**src/rtl/instr_sequencer.sv**
```systemverilog
// Program sequencer feeding the control decoder's Instrucao input: holds a small
// writable opcode program and issues it one word per clock until END, stop or the last address.
//
// state | meaning
// IDLE  | program writable, waiting for start
// RUN   | fetching mem[pc] and issuing one opcode per clock
// DONE  | single-cycle completion pulse, returns to IDLE
module instr_sequencer #(
    parameter int DEPTH = 16,
    parameter int AW    = 4
) (
    input  logic          clk,
    input  logic          rst_n,
    input  logic          prog_we,
    input  logic [AW-1:0] prog_addr,
    input  logic [2:0]    prog_data,
    input  logic          start,
    input  logic          stop,
    output logic [2:0]    Instrucao,
    output logic          valid,
    output logic          busy,
    output logic          done,
    output logic [AW-1:0] pc
);

    localparam logic [2:0]    NOP     = 3'b111;
    localparam logic [AW-1:0] PC_LAST = AW'(DEPTH - 1);

    typedef enum logic [1:0] {
        IDLE = 2'd0,
        RUN  = 2'd1,
        DONE = 2'd2
    } state_t;

    state_t        state, state_nxt;
    logic [AW-1:0] pc_q, pc_nxt;
    logic [2:0]    instr_q, instr_nxt;
    logic          valid_q, valid_nxt;
    logic [2:0]    mem [DEPTH];
    logic [2:0]    fetch;
    logic          fetch_end;
    logic          mem_we;

    assign fetch     = mem[pc_q];
    // 101..111 all terminate the program
    assign fetch_end = fetch[2] & (fetch[1] | fetch[0]);
    assign mem_we    = (state == IDLE) && prog_we;

    always_ff @(posedge clk or negedge rst_n) begin
        if (!rst_n) begin
            for (int i = 0; i < DEPTH; i++) begin
                mem[i] <= NOP;
            end
        end else if (mem_we) begin
            mem[prog_addr] <= prog_data;
        end
    end

    always_ff @(posedge clk or negedge rst_n) begin
        if (!rst_n) begin
            state   <= IDLE;
            pc_q    <= '0;
            instr_q <= NOP;
            valid_q <= 1'b0;
        end else begin
            state   <= state_nxt;
            pc_q    <= pc_nxt;
            instr_q <= instr_nxt;
            valid_q <= valid_nxt;
        end
    end

    always_comb begin
        state_nxt = state;
        pc_nxt    = pc_q;
        instr_nxt = instr_q;
        valid_nxt = valid_q;
        case (state)
            IDLE: begin
                instr_nxt = NOP;
                valid_nxt = 1'b0;
                if (start) begin
                    state_nxt = RUN;
                    pc_nxt    = '0;
                end
            end
            RUN: begin
                if (stop || fetch_end) begin
                    state_nxt = DONE;
                    instr_nxt = NOP;
                    valid_nxt = 1'b0;
                end else begin
                    instr_nxt = fetch;
                    valid_nxt = 1'b1;
                    // last word: finish without wrapping pc back to 0
                    if (pc_q == PC_LAST) begin
                        state_nxt = DONE;
                    end else begin
                        pc_nxt = pc_q + AW'(1);
                    end
                end
            end
            DONE: begin
                state_nxt = IDLE;
                instr_nxt = NOP;
                valid_nxt = 1'b0;
            end
            default: begin
                state_nxt = IDLE;
                instr_nxt = NOP;
                valid_nxt = 1'b0;
            end
        endcase
    end

    assign Instrucao = instr_q;
    assign valid     = valid_q;
    assign busy      = (state == RUN);
    assign done      = (state == DONE);
    assign pc        = pc_q;

endmodule

```
**config.mk**
```make
export PLATFORM = sky130hd
export DESIGN_NAME = instr_sequencer
export DESIGN_NICKNAME = d
export VERILOG_FILES = /design/src/rtl/instr_sequencer.sv
export SDC_FILE = /design/constraint.sdc
export NUM_CORES = 1
export LEC_CHECK = 0
export BUFFER_PORTS_ARGS = -buffer_cell sky130_fd_sc_hd__buf_2
export CAP_MARGIN = 10
export CORE_UTILIZATION = 59
export DETAILED_ROUTE_END_ITERATION = 8
export GPL_TIMING_DRIVEN = 0
export PLACE_DENSITY = 0.79
export SLEW_MARGIN = 0
export SYNTH_ARGS = -nofsm -noshare
export SYNTH_HDL_FRONTEND = slang
export SYNTH_SLANG_ARGS = --single-unit
```
**constraint.sdc**
```tcl
create_clock -name clk -period 2.6 [get_ports clk]
set_input_delay 0.52 -clock clk [delete_from_list [all_inputs] [get_ports clk]]
set_output_delay 0.52 -clock clk [all_outputs]
set_load 0.05 [all_outputs]
```
Word level (Yosys, flattened, before mapping)
Index checks and enable logic that the tools add are counted.
{ "totals": {"word_cells": 60, "inputBits": 12, "output_inout_bits": 10, "reg_bits": 58} }
{ "op_classes": {"n_reduce_logical": 7, "muxes": 18, "addsub": 1, "n_bitwise": 4, "n_eq_ne": 7, "magnitude_cmp": 3} }
{ "ops": {"columns": ["operator", "n"], "rows": [
  ["48-bit bitwise mux", 1],
  ["3-bit 2-to-1 mux", 5],
  ["3-bit binary-select mux with 4-bit select", 1],
  ["3-bit demux with 4-bit select", 1],
  ["4-bit 2-to-1 mux", 3],
  ["5-bit >= comparator (second input constant)", 2],
  ["4-bit NOT with 5-bit output", 2],
  ["4-bit one-hot mux with 2 select lines", 1],
  ["2-bit 2-to-1 mux", 3],
  ["2-bit inequality test (second input constant)", 3],
  ["5-bit by 1-bit < comparator with 1-bit output (second input constant)", 1],
  ["4-bit by 1-bit adder with 4-bit output (second input constant)", 1],
  ["4-bit equality test (second input constant)", 1],
  ["2-bit one-hot mux with 2 select lines", 1],
  ["4-bit AND reduction", 1],
  ["3-bit by 1-bit inequality test with 1-bit output (second input constant)", 1],
  ["2-bit by 1-bit equality test with 1-bit output (second input constant)", 1],
  ["2-bit equality test (second input constant)", 1],
  ["1-bit logical AND", 2],
  ["2-bit logical NOT", 1],
  ["1-bit 2-to-1 mux", 2],
  ["2-bit AND reduction", 1],
  ["2-bit nonzero test", 1],
  ["1-bit bitwise AND", 1],
  ["2 further kinds", 2]
]} }

Longest topological paths before layout
{ "depth": {"ltp_word": 9, "ltp_mapped": 9, "depth_no_buf": 6} }

Worst setup path before layout
No wires, ideal clock.
{ "synth_path": {"path_type": "register to register", "start": "register pc_q[0], in the netlist pc[0]", "end": "register pc_q[3], in the netlist pc[3]", "stages_incl_launch_ff": 7, "period_less_slack_ns": 2.479, "path_slack_ns": 0.121, "setup_ns": 0.122, "path_buffers": 1, "arrival_ns": 2.358, "cell_sequence": "dfrtp_1 -> buf_6 -> mux4_1 -> mux4_2 -> o21ai_2 -> nand3_2 -> a32o_1"} }
{ "synth_via": {"elab_chain_cells": 9} }
{ "synth_lines": {"columns": ["element", "line_no", "rtl"], "rows": [
  ["start, declared", "36", "logic [AW-1:0] pc_q, pc_nxt;"],
  ["start signal, assigned", "67", "pc_q <= pc_nxt;"],
  ["4-bit NOT with 5-bit output (implied by the code)", "44", "assign fetch = mem[pc_q];"],
  ["3-bit binary-select mux with 4-bit select", "44", null],
  ["3-bit 2-to-1 mux (implied by the code) (2 in a row)", "44", null],
  ["1-bit bitwise OR", "46", "assign fetch_end = fetch[2] & (fetch[1] | fetch[0]);"],
  ["1-bit bitwise AND", "46", null],
  ["1-bit logical OR", "88", "if (stop || fetch_end) begin"],
  ["2-bit inequality test (no line)", null, null],
  ["4-bit AND reduction (no line)", null, null]
]} }
Parallel ways exist; a longest one is shown, timed or not. The select of a mux whose other input is x is not followed.
A chain may end at the register's enable or synchronous reset.

Worst setup path in the final report
Ends and elaborated chain as after synthesis.

==> tab_implementation.tex <==
\begin{tabular}{lr}
\hline
Metric & Value \\
\hline
\multicolumn{2}{l}{\textbf{Status}} \\
\quad Status & complete, but fails checks \\
\quad Violations in the final reports & DRC \\
\multicolumn{2}{l}{\textbf{CTS}} \\
\quad Maximum number of buffers from clock root to sink & 2 \\
\quad TritonCTS clock tree & yes \\
\quad Total of hold buffers inserted after clock tree synthesis & 0 \\
\quad Worst skew pair latency & 0.34 ns \\
\quad Clk slew on worst S/H paths & 0.06 ns \\
\quad Number of levels in the clock H-tree & 3 \\
\quad CTS buffer count & 9 \\
\quad Clock sink count & 58 \\
\quad Number of setup buffers added after CTS & 0 \\
\quad PostCTS Resize Cnt & 0 \\
\quad Clock Root Buffer & clkbuf\_8 \\
\multicolumn{2}{l}{\textbf{Timing}} \\
\quad Count of final hold-check violations & 0 \\
\quad RSZ-0062 raised after global routing & no \\
\quad Portion of the clock cycle consumed by the worst path in the final layout & 93.7\% \\
\quad Largest clock skew in the final design & 0.00462 ns \\
\quad Setup slack of the critical path after layout & $\sim$0.16 ns \\
\quad Total negative setup slack & 0 ns \\
\quad Setup violators final & 0 \\
\quad Transition time at the pin with the least slew margin & 0.523 ns \\
\quad Worst slew margin relative to its limit & 64.8\% \\
\quad Max Slew Vio Count & 0 \\
\quad Achievable frequency & 410 MHz \\
\quad Shortest period the worst path allows & about 2.4 ns \\
\multicolumn{2}{l}{\textbf{Synthesis}} \\
\quad Net Count, Synth & about 210 \\
\quad Post-synthesis instance area & 0.00281 sq mm \\
\quad Number of warnings printed during yosys synthesis & 0 \\
\quad Asr flop ratio synth & 100\% \\
\quad Synthesized instance count & 201 \\
\quad Syn\_area\_per\_cell & 14.0 sq um \\
\quad Leading register cell type out of synthesis & dfstp\_2 \\
\quad Top-count cell post-synth & dfstp\_2 \\
\quad Synth top cells by count & dfstp\_2 (51), mux2\_1 (48), nand2\_1 (17) \\
\quad Seq/Total Area, Yosys & 53.9\% \\
\quad Count of distinct cell types in the synthesized netlist & 34 \\
\quad Area share of the largest cell type after synthesis & a little under half \\
\quad Number of synthesized register bits & 58 \\
\quad Number of enable-type register cells in the synthesized netlist & 0 \\
\quad Cells taking the most area after synthesis & dfstp\_2 (48\%), mux2\_1 (19\%), mux4\_2 (8.0\%) \\
\quad Cell taking the most area after synthesis & dfstp\_2 \\
\multicolumn{2}{l}{\textbf{Power}} \\
\quad Internal power contribution & 0.00255 W \\
\quad Peak supply drop & 0.000748 V \\
\quad Power share of the combinational group & a little under a third \\
\quad Sequential share of power & a little under half \\
\quad Net Switching & 0.00113 W \\
\quad Clock group share of total power & 20.9\% \\
\quad Leak Pwr & 1.34 nW \\
\quad Fraction of power spent switching nets & 30.7\% \\
\quad Power per cell area & 1160 mW/mm\^{}2 \\
\multicolumn{2}{l}{\textbf{Placed design}} \\
\quad Global placement routability congestion & just under 0.9 \\
\quad Setup slack after placement & 0.163 ns \\
\quad Buffers on Ports & 19 \\
\quad Placed cell areas & 0.00297 sq mm \\
\quad DPL Wire Length & 4120 um \\
\quad Placed cell count & around 270 \\
\multicolumn{2}{l}{\textbf{Floorplan}} \\
\quad FP Rows & 24 \\
\quad Chip height & 71.0 um \\
\quad Core box area & 0.00447 sq mm \\
\quad Initial core utilization & 62.8\% \\
\quad Top-Level Pins & 22 \\
\quad Die outline area & just over 0.005 sq mm \\
\quad Die Span X & 71.0 um \\
\multicolumn{2}{l}{\textbf{Finish}} \\
\quad Post-Layout Cell Count & 288 \\
\quad Share of final-layout standard cells stronger than drive strength 1 & 43.6\% \\
\quad FILL cells & 320 \\
\quad Share of the core filled with cells in the final layout & 71.1\% \\
\quad Diode count & 0 \\
\quad Final Net Count & 245 \\
\quad Finished layout cell area & 0.00318 sq mm \\
\quad Area growth from synthesis to layout & 13.1\% \\
\multicolumn{2}{l}{\textbf{Drt}} \\
\quad Routed via count divided by cell count & just over 6 \\
\quad Count of nets left with antenna violations after detail routing & 0 \\
\quad First-pass DRT Iterations & 6 \\
\quad Number of DRC violations after detailed-routing iteration 0 & 143 \\
\quad Detailed-route wire length per cell & 19.1 um \\
\quad Remaining design rule violation count & 3 \\
\quad Post-detailed-routing wire length & 5500 um \\
\quad Total vias in the final route & 1771 \\
\multicolumn{2}{l}{\textbf{Setup path}} \\
\quad Worst setup path class & flop to flop \\
\quad Critical Path End Type & flop \\
\quad Peak fanout along the critical path & 10 \\
\quad Required time of the critical path & 2.83 ns \\
\quad Sort of element at the start of the critical path & flop \\
\quad Arrival time of the worst setup path & 2.66 ns \\
\multicolumn{2}{l}{\textbf{GRT}} \\
\quad Total global routing overflow & 0 \\
\quad Maximum number of pins on one net before global-route repair & 59 \\
\quad Total global routing track utilization & 26.1\% \\
\quad Global-route wire length before repair & 9550 um \\
\quad Vias in the first global route & 1944 \\
\quad Antenna violations before repair & 0 \\
\multicolumn{2}{l}{\textbf{Hold path}} \\
\quad Min-Delay Path Class & primary input to asynchronous set/reset pin \\
\multicolumn{2}{l}{\textbf{Flow run}} \\
\quad Max-Cap Viols & 0 \\
\hline
\end{tabular}
==> metrics by stage <==
stage          hold WS [ns]  total power (W)
2_1_floorplan         0.224          0.00260
4_1_cts               0.445          0.00372
3_5_place_dp          0.629          0.00294
5_1_grt               0.495          0.00390
6_report              0.454          0.00368
3_3_place_gp          0.612          0.00284
==> final timing paths <==
| path | startpoint | end | cells after the start | slack [ns] |
|---|---|---|---|---|
| max in group asynchronous | rst_n | mem[4] | 2 | 1.85 |
| worst min register to register | state[1] | state[1] | 2 | 0.64 |
| worst max register to register | pc[0] | pc[3] | 8 | 0.16 |
| worst max-delay path | pc[0] | pc[3] | 8 | 0.16 |
| worst min-delay path | rst_n | mem[46] | 1 | 0.45 |
| min in group clk | stop | Instrucao[2] | 3 | 0.46 |
==> power groups by stage <==
stage	logic, W	clock network [W]	registers (W)
finish	0.00115	0.000771	0.00176
detailed placement	0.00116	0	0.00178
global route	0.00125	0.000834	0.00182
floorplan	0.000803	0	0.00179
CTS	0.00116	0.000790	0.00177
global placement	0.00111	0	0.00173
==> cell families after synthesis <==
logic type      count (synthesis)  share of synthesized area [%]
fa+ha+maj                       1                          0.445
buf+inv                        12                           2.36
simple gates                   57                           10.1
compound gates                 10                           2.40
flops                          58                           53.9
mux                            63                           30.8
==> flip-flops by register name, indices dropped and copies added (netlist names) <==
register   cells
Instrucao      3
mem           48
valid          1
state          2
pc             4
==> critical path, cell delays in order (launching register included) <==
cell and delay [ns]:
dfrtp_1 0.39, buf_6 0.17, buf_6 0.19, mux4_2 0.54
a22oi_1 0.20, nand3_1 0.15, o21ai_2 0.23, nand3_2 0.17
a32o_1 0.29
==> layout by cell type, fill, tap and decap left out, types with 3 or more instances in the layout <==
cell,instances
nor2b_1,5
nand3_1,8
clkbuf_8,13
nor3_1,3
clkbuf_1,5
dfrtp_1,7
nor2_1,10
dfstp_2,51
buf_2,20
nand2b_1,6
mux4_1,3
a21oi_1,3
mux4_2,10
nand2_1,17
mux2_1,48
==> final cells by class <==
class,count,area (sq um),area share (%)
buffer,10,58.8,1.85
clock buffer,13,179,5.63
inverter,2,7.51,0.236
clock inverter,2,10.0,0.315
timing repair buffer,20,115,3.62
tap,52,65.1,2.05
multi-input combinational,131,1230,38.7
sequential,58,1520,47.6
==> metal layers <==
layer	track usage (%)	part of all wire, %	up-vias
met5	0	0	-
met4	15.1	3.0	0
met3	5.56	4.0	18
met2	43.8	52	44
met1	31.5	41	912
li1	-	-	797
(Power assumes the default switching activity.)
